**src/rtl/mem_arbiter_if.sv**
```systemverilog
// Bus bundle between the CPU/DMA requesters, the arbiter and the memory macro.
// The slave modport is the arbiter's view; master is the requester/memory side.
interface mem_arbiter_if #(
  parameter int DW = 16,
  parameter int AW = 16
);
  // CPU requester
  logic          cpu_req;
  logic          cpu_we;
  logic [AW-1:0] cpu_addr;
  logic [DW-1:0] cpu_wdata;
  logic          cpu_ack;
  logic [DW-1:0] cpu_rdata;
  // DMA/IO requester
  logic          dma_req;
  logic          dma_we;
  logic [AW-1:0] dma_addr;
  logic [DW-1:0] dma_wdata;
  logic          dma_ack;
  logic [DW-1:0] dma_rdata;
  // Memory macro
  logic          mem_en;
  logic          mem_we;
  logic [AW-1:0] mem_addr;
  logic [DW-1:0] mem_wdata;
  logic [DW-1:0] mem_rdata;
  // Status
  logic          owner_dma;

  modport slave (
    input  cpu_req, cpu_we, cpu_addr, cpu_wdata,
    output cpu_ack, cpu_rdata,
    input  dma_req, dma_we, dma_addr, dma_wdata,
    output dma_ack, dma_rdata,
    output mem_en, mem_we, mem_addr, mem_wdata,
    input  mem_rdata,
    output owner_dma
  );

  modport master (
    output cpu_req, cpu_we, cpu_addr, cpu_wdata,
    input  cpu_ack, cpu_rdata,
    output dma_req, dma_we, dma_addr, dma_wdata,
    input  dma_ack, dma_rdata,
    input  mem_en, mem_we, mem_addr, mem_wdata,
    output mem_rdata,
    input  owner_dma
  );
endinterface

```
**src/rtl/mem_arbiter.sv**
```systemverilog
// mem_arbiter: shares one single-port data memory between the CPU datapath and
// a DMA/IO requester. CPU has fixed priority; DMA is forced through after
// STARVE_LIMIT consecutive CPU wins while it waits. Every granted access runs
// IDLE -> ACCESS -> WAIT (WAIT_STATES cycles, skipped when 0) -> DONE -> IDLE
// and finishes with a one-cycle ack to its owner.
module mem_arbiter #(
  parameter int DW           = 16,
  parameter int AW           = 16,
  parameter int WAIT_STATES  = 1,
  parameter int STARVE_LIMIT = 3
) (
  input  logic         clk,
  input  logic         rst,
  mem_arbiter_if.slave bus
);

  localparam int SCW = $clog2(STARVE_LIMIT + 1);
  localparam logic [SCW-1:0] STARVE_MAX = SCW'(STARVE_LIMIT);
  // WAIT counts WAIT_STATES-1 down to 0; unused when WAIT_STATES is 0.
  localparam logic [3:0] WAIT_INIT = 4'((WAIT_STATES > 0) ? (WAIT_STATES - 1) : 0);

  typedef enum logic [1:0] {
    S_IDLE   = 2'd0,
    S_ACCESS = 2'd1,
    S_WAIT   = 2'd2,
    S_DONE   = 2'd3
  } state_t;

  state_t         r_state;
  logic [3:0]     r_wait_cnt;
  logic [SCW-1:0] r_starve_cnt;
  logic           r_mem_en;
  logic           r_mem_we;
  logic [AW-1:0]  r_mem_addr;
  logic [DW-1:0]  r_mem_wdata;
  logic           r_owner_dma;
  logic           r_cpu_ack;
  logic           r_dma_ack;
  logic [DW-1:0]  r_cpu_rdata;
  logic [DW-1:0]  r_dma_rdata;

  logic           w_starved;
  logic           w_dma_win;
  logic           w_cpu_win;
  logic           w_last;

  // Arbitration: DMA only wins when the CPU is quiet or DMA has been starved.
  assign w_starved = (r_starve_cnt == STARVE_MAX);
  assign w_dma_win = bus.dma_req && (!bus.cpu_req || w_starved);
  assign w_cpu_win = bus.cpu_req && !w_dma_win;

  // Last cycle before DONE: memory read data is valid on this cycle's edge,
  // exactly WAIT_STATES cycles after the mem_en cycle.
  assign w_last = ((r_state == S_ACCESS) && (WAIT_STATES == 0)) ||
                  ((r_state == S_WAIT) && (r_wait_cnt == 4'd0));

  // Access sequencer with registered memory strobe, acks, read data and status.
  always_ff @(posedge clk) begin
    if (rst) begin
      r_state      <= S_IDLE;
      r_wait_cnt   <= '0;
      r_starve_cnt <= '0;
      r_mem_en     <= 1'b0;
      r_mem_we     <= 1'b0;
      r_mem_addr   <= '0;
      r_mem_wdata  <= '0;
      r_owner_dma  <= 1'b0;
      r_cpu_ack    <= 1'b0;
      r_dma_ack    <= 1'b0;
      r_cpu_rdata  <= '0;
      r_dma_rdata  <= '0;
    end else begin
      case (r_state)
        S_IDLE: begin
          if (w_dma_win) begin
            r_state      <= S_ACCESS;
            r_owner_dma  <= 1'b1;
            r_mem_en     <= 1'b1;
            r_mem_we     <= bus.dma_we;
            r_mem_addr   <= bus.dma_addr;
            r_mem_wdata  <= bus.dma_wdata;
            r_starve_cnt <= '0;
          end else if (w_cpu_win) begin
            r_state      <= S_ACCESS;
            r_owner_dma  <= 1'b0;
            r_mem_en     <= 1'b1;
            r_mem_we     <= bus.cpu_we;
            r_mem_addr   <= bus.cpu_addr;
            r_mem_wdata  <= bus.cpu_wdata;
            // A CPU win over a waiting DMA cannot reach past STARVE_MAX,
            // because at STARVE_MAX the DMA takes the grant instead.
            r_starve_cnt <= bus.dma_req ? (r_starve_cnt + SCW'(1)) : '0;
          end else begin
            // No request at all means DMA is not waiting.
            r_starve_cnt <= '0;
          end
        end

        S_ACCESS: begin
          r_mem_en   <= 1'b0;
          r_mem_we   <= 1'b0;
          r_wait_cnt <= WAIT_INIT;
          if (w_last) begin
            r_state <= S_DONE;
            if (r_owner_dma) begin
              r_dma_rdata <= bus.mem_rdata;
              r_dma_ack   <= 1'b1;
            end else begin
              r_cpu_rdata <= bus.mem_rdata;
              r_cpu_ack   <= 1'b1;
            end
          end else begin
            r_state <= S_WAIT;
          end
        end

        S_WAIT: begin
          if (w_last) begin
            r_state <= S_DONE;
            if (r_owner_dma) begin
              r_dma_rdata <= bus.mem_rdata;
              r_dma_ack   <= 1'b1;
            end else begin
              r_cpu_rdata <= bus.mem_rdata;
              r_cpu_ack   <= 1'b1;
            end
          end else begin
            r_wait_cnt <= r_wait_cnt - 4'd1;
          end
        end

        S_DONE: begin
          // Requests are not sampled here; arbitration resumes in IDLE.
          r_state     <= S_IDLE;
          r_cpu_ack   <= 1'b0;
          r_dma_ack   <= 1'b0;
          r_owner_dma <= 1'b0;
        end

        default: begin
          r_state <= S_IDLE;
        end
      endcase
    end
  end

  assign bus.mem_en    = r_mem_en;
  assign bus.mem_we    = r_mem_we;
  assign bus.mem_addr  = r_mem_addr;
  assign bus.mem_wdata = r_mem_wdata;
  assign bus.cpu_ack   = r_cpu_ack;
  assign bus.cpu_rdata = r_cpu_rdata;
  assign bus.dma_ack   = r_dma_ack;
  assign bus.dma_rdata = r_dma_rdata;
  assign bus.owner_dma = r_owner_dma;

  // The owner must hold its request until the access is acknowledged.
  a_req_held : assert property (@(posedge clk) disable iff (rst)
    ((r_state == S_ACCESS) || (r_state == S_WAIT)) |->
      (r_owner_dma ? bus.dma_req : bus.cpu_req));

endmodule
```
**src/flat_wrapper.sv**
```systemverilog
// flat-port wrapper written by rule: the top's interface ports become plain ports
module mem_arbiter_flat 
#(
  parameter int DW           = 16,
  parameter int AW           = 16,
  parameter int WAIT_STATES  = 1,
  parameter int STARVE_LIMIT = 3
)
  (clk, rst, bus_cpu_req, bus_cpu_we, bus_cpu_addr, bus_cpu_wdata, bus_cpu_ack, bus_cpu_rdata, bus_dma_req, bus_dma_we, bus_dma_addr, bus_dma_wdata, bus_dma_ack, bus_dma_rdata, bus_mem_en, bus_mem_we, bus_mem_addr, bus_mem_wdata, bus_mem_rdata, bus_owner_dma);
  mem_arbiter_if #(.DW(DW), .AW(AW)) bus_i ();
  input  logic clk;
  input  logic rst;
  input wire logic [$bits(bus_i.cpu_req)-1:0] bus_cpu_req;
  input wire logic [$bits(bus_i.cpu_we)-1:0] bus_cpu_we;
  input wire logic [$bits(bus_i.cpu_addr)-1:0] bus_cpu_addr;
  input wire logic [$bits(bus_i.cpu_wdata)-1:0] bus_cpu_wdata;
  output wire logic [$bits(bus_i.cpu_ack)-1:0] bus_cpu_ack;
  output wire logic [$bits(bus_i.cpu_rdata)-1:0] bus_cpu_rdata;
  input wire logic [$bits(bus_i.dma_req)-1:0] bus_dma_req;
  input wire logic [$bits(bus_i.dma_we)-1:0] bus_dma_we;
  input wire logic [$bits(bus_i.dma_addr)-1:0] bus_dma_addr;
  input wire logic [$bits(bus_i.dma_wdata)-1:0] bus_dma_wdata;
  output wire logic [$bits(bus_i.dma_ack)-1:0] bus_dma_ack;
  output wire logic [$bits(bus_i.dma_rdata)-1:0] bus_dma_rdata;
  output wire logic [$bits(bus_i.mem_en)-1:0] bus_mem_en;
  output wire logic [$bits(bus_i.mem_we)-1:0] bus_mem_we;
  output wire logic [$bits(bus_i.mem_addr)-1:0] bus_mem_addr;
  output wire logic [$bits(bus_i.mem_wdata)-1:0] bus_mem_wdata;
  input wire logic [$bits(bus_i.mem_rdata)-1:0] bus_mem_rdata;
  output wire logic [$bits(bus_i.owner_dma)-1:0] bus_owner_dma;
  assign bus_i.cpu_req = bus_cpu_req;
  assign bus_i.cpu_we = bus_cpu_we;
  assign bus_i.cpu_addr = bus_cpu_addr;
  assign bus_i.cpu_wdata = bus_cpu_wdata;
  assign bus_cpu_ack = bus_i.cpu_ack;
  assign bus_cpu_rdata = bus_i.cpu_rdata;
  assign bus_i.dma_req = bus_dma_req;
  assign bus_i.dma_we = bus_dma_we;
  assign bus_i.dma_addr = bus_dma_addr;
  assign bus_i.dma_wdata = bus_dma_wdata;
  assign bus_dma_ack = bus_i.dma_ack;
  assign bus_dma_rdata = bus_i.dma_rdata;
  assign bus_mem_en = bus_i.mem_en;
  assign bus_mem_we = bus_i.mem_we;
  assign bus_mem_addr = bus_i.mem_addr;
  assign bus_mem_wdata = bus_i.mem_wdata;
  assign bus_i.mem_rdata = bus_mem_rdata;
  assign bus_owner_dma = bus_i.owner_dma;
  mem_arbiter #(.DW(DW), .AW(AW), .WAIT_STATES(WAIT_STATES), .STARVE_LIMIT(STARVE_LIMIT)) u_core (.clk(clk), .rst(rst), .bus(bus_i));
endmodule
```
**config.mk**
```make
export PLATFORM = sky130hd
export DESIGN_NAME = mem_arbiter_flat
export DESIGN_NICKNAME = d
export VERILOG_FILES = /design/src/rtl/mem_arbiter_if.sv /design/src/rtl/mem_arbiter.sv /design/src/flat_wrapper.sv
export SDC_FILE = /design/constraint.sdc
export NUM_CORES = 1
export LEC_CHECK = 0
export CORE_MARGIN = 2
export CORE_UTILIZATION = 41
export DETAILED_ROUTE_END_ITERATION = 7
export PLACE_DENSITY_LB_ADDON = 0.05
export SYNTH_ARGS = -nofsm -noshare
export SYNTH_HDL_FRONTEND = slang
export SYNTH_SLANG_ARGS = --single-unit
```
**constraint.sdc**
```tcl
create_clock -name clk -period 2.7 [get_ports clk]
set_input_delay 0.54 -clock clk [delete_from_list [all_inputs] [get_ports clk]]
set_output_delay 0.54 -clock clk [all_outputs]
set_load 0.02 [all_outputs]
```
* Word-level counts from Yosys, hierarchy flattened
Cells that the tools add are included.
** Operators by class
- Reductions and logical operators :: 23
- Add/sub/neg operators :: 2
- Bitwise gates (word level) :: 1
- Multiplexer cells :: 29
- Equal/unequal tests :: 10
** Operators with widths (number)
- 16-bit 2-to-1 mux :: 4
- 2-bit 2-to-1 mux :: 6
- 3-bit AND reduction :: 4
- 1-bit 2-to-1 mux :: 11
- 1-bit case mux with 2 select lines :: 5
- 2-bit AND reduction :: 5
- 2-bit nonzero test :: 5
- 2-bit case mux with 4 select lines :: 1
- 4-bit case mux with 2 select lines :: 1
- 2-bit equality test, second input constant :: 3
- 2-bit by 1-bit inequality test with 1-bit output, second input constant :: 3
- 4-bit logical NOT :: 1
- 4-bit 2-to-1 mux :: 1
- 2-bit inequality test, second input constant :: 2
- 4-bit by 1-bit subtractor with 4-bit output, second input constant :: 1
- 1-bit logical AND :: 3
- 3-bit by 1-bit inequality test with 1-bit output, second input constant :: 1
- 2-bit by 1-bit adder with 2-bit output, second input constant :: 1
- 2-bit by 1-bit equality test with 1-bit output, second input constant :: 1
- 1-bit logical NOT :: 2
- 2-bit logical NOT :: 1
- 2-bit OR reduction :: 1
- 1-bit logical OR :: 1
- 1-bit inverter :: 1
** Word-level totals
- Input bits :: 86
- Bits in registers :: 77
- Word-level logic and storage cells :: 77
- Output and inout port bits :: 69

* Depth between registers and ports, before layout
- Word-level depth :: 8
- Mapped depth :: 9

* Worst setup path after synthesis
Ideal clock, no wire load.
- Kind :: register to register
- Start point :: register u_core.r_state[0]
- End point :: register u_core.r_cpu_rdata[10] (netlist: u_core.bus.cpu_rdata[10])
- Setup time :: 132 ps
- Cell stages (with the launch flop) :: 9
- Buffers on the path :: 3
- Data arrival time :: 1786 ps
- Setup slack :: 782 ps
- Required time :: 2568 ps
- Path through :: dfxtp_1 -> inv_1 -> ha_1 -> clkbuf_1 -> or4b_1 -> buf_2 -> buf_2 -> nand2_1 -> a21oi_1
** Between the ends
- Longest elaborated chain between the ends :: 3
- Elaborated cells on any way between the ends :: 5
- Classes of those cells :: eq/ne (2); reduce/logical (3)
** Ends and longest elaborated chain
- start: declaration :: line mem_arbiter.sv:29 : state_t r_state;
- start signal: assignment :: line mem_arbiter.sv:60 : r_state <= S_IDLE;
- start signal: assignment :: line mem_arbiter.sv:76 : r_state <= S_ACCESS;
- start signal: assignment :: line mem_arbiter.sv:84 : r_state <= S_ACCESS;
- 2-bit equality test or 2-bit by 1-bit equality test with 1-bit output (tied branches)
- 2-bit OR reduction (no source line) or 1-bit logical AND (tied branches)
- 3-bit AND reduction (no source line) *
- end signal: assignment :: line mem_arbiter.sv:109 : r_cpu_rdata <= bus.mem_rdata;
- end signal: assignment :: line mem_arbiter.sv:124 : r_cpu_rdata <= bus.mem_rdata;
- end: declaration :: line mem_arbiter.sv:39 : logic [DW-1:0] r_cpu_rdata;
Every way passes the cells marked *; elsewhere a longest branch is shown, timed or not.
A chain may end at the register's enable or synchronous reset.

* Worst setup path after layout
- Start point :: register u_core.r_state[1]
- End point :: register u_core.r_cpu_rdata[15] (netlist: u_core.bus.cpu_rdata[15])
Same word-level chain as after synthesis.

==> flow_metrics.env <==
export IMPL_status="finished, final reports clean"
export IMPL_clk_latency_ps=340
export IMPL_async_flop_share=0
export IMPL_vias=3380
export IMPL_slew_viol_final=0
export IMPL_crit_required_ps=2900
export IMPL_core_um2=7770
export IMPL_p_total_mw=4.35
export IMPL_synth_area_leaders="dfxtp_1, nand2_1, a311oi_1"
export IMPL_path_buf_inv=1
export IMPL_arrival_ps=2300
export IMPL_synth_compound_area_frac=0.175
export IMPL_synth_top_family_by_area="simple AND/OR/NAND/NOR gates"
export IMPL_ys_ff_latch=77
export IMPL_clk_path_buf_depth=2
export IMPL_synth_xor_area_share=0.00265
export IMPL_syn_inst=409
export IMPL_grt_setup_unrepaired="false"
export IMPL_synth_edff_count=0
export IMPL_wire_per_inst_um=14.0
export IMPL_worst_pin_slew_ps=672
export IMPL_final_hold_viol_count=0
export IMPL_syn_num_nets=503
export IMPL_via_per_inst=5.15
export IMPL_initial_core_util=0.425
export IMPL_drtIter0Drc=48
export IMPL_cts_tree="built"
export IMPL_cts_clk_slew_worst_paths_ps=80
export IMPL_root_buffer="clkbuf_8"
export IMPL_cp_slowest_cell="or4b_1"
export IMPL_die_area_um2=8790
export IMPL_cts_made_buffers=9
export IMPL_syn_area_per_cell_um2=8.08
export IMPL_fin_setup_tns_ps=0
export IMPL_nets=643
export IMPL_setup_viol=0
export IMPL_min_period_ps=2110
export IMPL_first_global_vias=3138
export IMPL_start_kind="register"
export IMPL_ctsResizeCount=0
export IMPL_clkSinkCount=77
export IMPL_htreeDepth=3
export IMPL_maxCapViolCount=0
export IMPL_yosys_area_share_simple=0.264
export IMPL_cts_hold_buf=0
export IMPL_synth_top_area_frac=0.466
export IMPL_yosysSeqAreaShare=0.466
export IMPL_grt_util_all_layers=0.208
export IMPL_relSlewSlack=0.552
export IMPL_drive_above_1_share=0.0614
export IMPL_path_cells="inv_1, ha_1, or4b_1, nand2_1, a21oi_1"
export IMPL_fmax_mhz=474
export IMPL_hpwl_um=6540
export IMPL_critPathTopFamily="simple AND/OR/NAND/NOR gates"
export IMPL_synth_flop_cell="dfxtp_1"
export IMPL_p_leak_nw=1.89
export IMPL_post_cts_buffers=0
export IMPL_antenna_found_initial=0
export IMPL_worstSetupEndpointType="register"
export IMPL_port_buffers=154
export IMPL_ys_warn_count=0
export IMPL_hold_class="register to register"
export IMPL_finalCritPeriodShare=0.781
export IMPL_p_per_area_nw_per_um2=846
export IMPL_postRouteAntennaNets=0
export IMPL_diodes=0
export IMPL_ys_types=36
export IMPL_die_height_um=93.8
export IMPL_remaining_drc_errors=0
export IMPL_crit_path_max_fanout=16
export IMPL_grt_start_max_net_pins=51
export IMPL_grt_pass1_wl_um=14700
export IMPL_rows=32
export IMPL_io_pins=155
export IMPL_cpPeakStageDelay_ps=770
export IMPL_gp_congestion=0.809
export IMPL_criticalPathCategory="register to register"
export IMPL_grt_overflow=0
export IMPL_syn_area_um2=3300
export IMPL_routed_wl_um=9180
export IMPL_ir_worst_vdd_v=0.000411
export IMPL_yosys_area_share_adder=0.0303
export IMPL_finClkSkew_ps=10.2
export IMPL_die_w_um=93.8
export IMPL_synthMuxAreaShare=0.00909
export IMPL_syn_to_final_growth_pct=55.4
export IMPL_firstDrtPassIters=4
export IMPL_synth_top_area_cell="dfxtp_1"
[area by class of cell]
| class | count | area (µm²) |
|---|---|---|
| clock buffers | 10 | 138 |
| clock inverters | 6 | 86.3 |
| fillers | 692 | 2630 |
| inverters | 4 | 15.0 |
| multi-input cells | 291 | 1590 |
| flip-flops and latches | 77 | 1540 |
| well taps | 102 | 128 |
| repair buffers | 166 | 1640 |
[worst reg2reg max path, cell delays in order (launching register included)]
cell and delay, ps:
dfxtp_1 410, inv_1 100, ha_1 450, or4b_1 770
nand2_1 170, a21oi_1 70
[flip-flops by register name (all words and copies together) (netlist names)]
name	flops
u_core.bus.cpu_rdata	16
u_core.bus.dma_rdata	16
u_core.bus.mem_addr	16
u_core.bus.mem_wdata	16
u_core.r_wait_cnt	4
u_core.r_starve_cnt	2
u_core.r_state	2
u_core.bus.cpu_ack	1
u_core.bus.dma_ack	1
u_core.bus.mem_en	1
u_core.bus.mem_we	1
u_core.bus.owner_dma	1
[layer usage]
metal	part of all wire	GRT usage	vias to the layer above	routed length, µm
met5	0	0	-	0
met4	0.022	0.0857	0	206
met3	0.080	0.0618	16	736
met2	0.48	0.345	113	4400
met1	0.42	0.250	1549	3840
li1	-	-	1702	-
[logic make-up (layout without fill, tap and decap cells)]
| family | after synthesis | after routing |
|---|---|---|
| AND/OR/NAND/NOR | 194 | 194 |
| AO/OA/AOI/OAI | 85 | 85 |
| flip-flops | 77 | 77 |
| buffers and inverters | 41 | 186 |
| adder cells (fa/ha/maj) | 8 | 8 |
| multiplexers | 3 | 3 |
| XOR/XNOR | 1 | 1 |
[through the flow]
stage	worst slack, ps	cells	area, µm²	hold slack [ps]	utilization
2_1_floorplan	782	409	3300	445	-
3_3_place_gp	492	640	4910	440	0.632
3_5_place_dp	465	640	4910	447	0.632
4_1_cts	570	656	5140	458	0.661
5_1_grt	424	656	5140	475	0.661
6_report	592	656	5140	456	0.661
[placed cells by master, fill, tap and decap left out, types with 4 or more instances in the layout]
cell type / netlist / routed
dfxtp_1: 77 / 77
nand2_1: 99 / 99
a21oi_1: 41 / 41
clkbuf_8: 0 / 10
nand3_1: 34 / 34
a311oi_1: 33 / 33
buf_4: 0 / 11
nor2_1: 39 / 39
ha_1: 8 / 8
clkdlybuf4s50_1: 0 / 153
inv_1: 4 / 4
[worst paths after layout]
| kind | startpoint | endpoint | slack (ps) | cells past startpoint |
|---|---|---|---|---|
| worst max-delay path | u_core.r_state[1]$_SDFFE_PP0P_ | u_core.bus.cpu_rdata[15]$_SDFFE_PP0P_ | 590 | 5 |
| worst min-delay path | u_core.bus.dma_rdata[5]$_SDFFE_PP0P_ | u_core.bus.dma_rdata[5]$_SDFFE_PP0P_ | 460 | 2 |
| worst max register to register | u_core.r_state[1]$_SDFFE_PP0P_ | u_core.bus.cpu_rdata[15]$_SDFFE_PP0P_ | 590 | 5 |
| worst min register to register | u_core.bus.dma_rdata[5]$_SDFFE_PP0P_ | u_core.bus.dma_rdata[5]$_SDFFE_PP0P_ | 460 | 2 |
[cells in the mapped netlist (3+ instances only)]
| master | n |
|---|---|
| a311oi_1 | 33 |
| buf_2 | 10 |
| nor3_1 | 3 |
| clkbuf_1 | 19 |
| a21oi_1 | 41 |
| dfxtp_1 | 77 |
| nor2_1 | 39 |
| nand2_1 | 99 |
| inv_1 | 4 |
| mux2i_1 | 3 |
| nand3b_1 | 3 |
| buf_1 | 6 |
| nand3_1 | 34 |
| o21ai_0 | 3 |
| ha_1 | 8 |
[where the power goes]
group	leakage [nW]	total [mW]	switching, mW	internal (mW)
logic	1.14	1.84	0.981	0.858
registers	0.630	1.54	0.147	1.39
clock network	0.112	0.969	0.425	0.544
No activity file was read; power rests on OpenSTA's default activity.
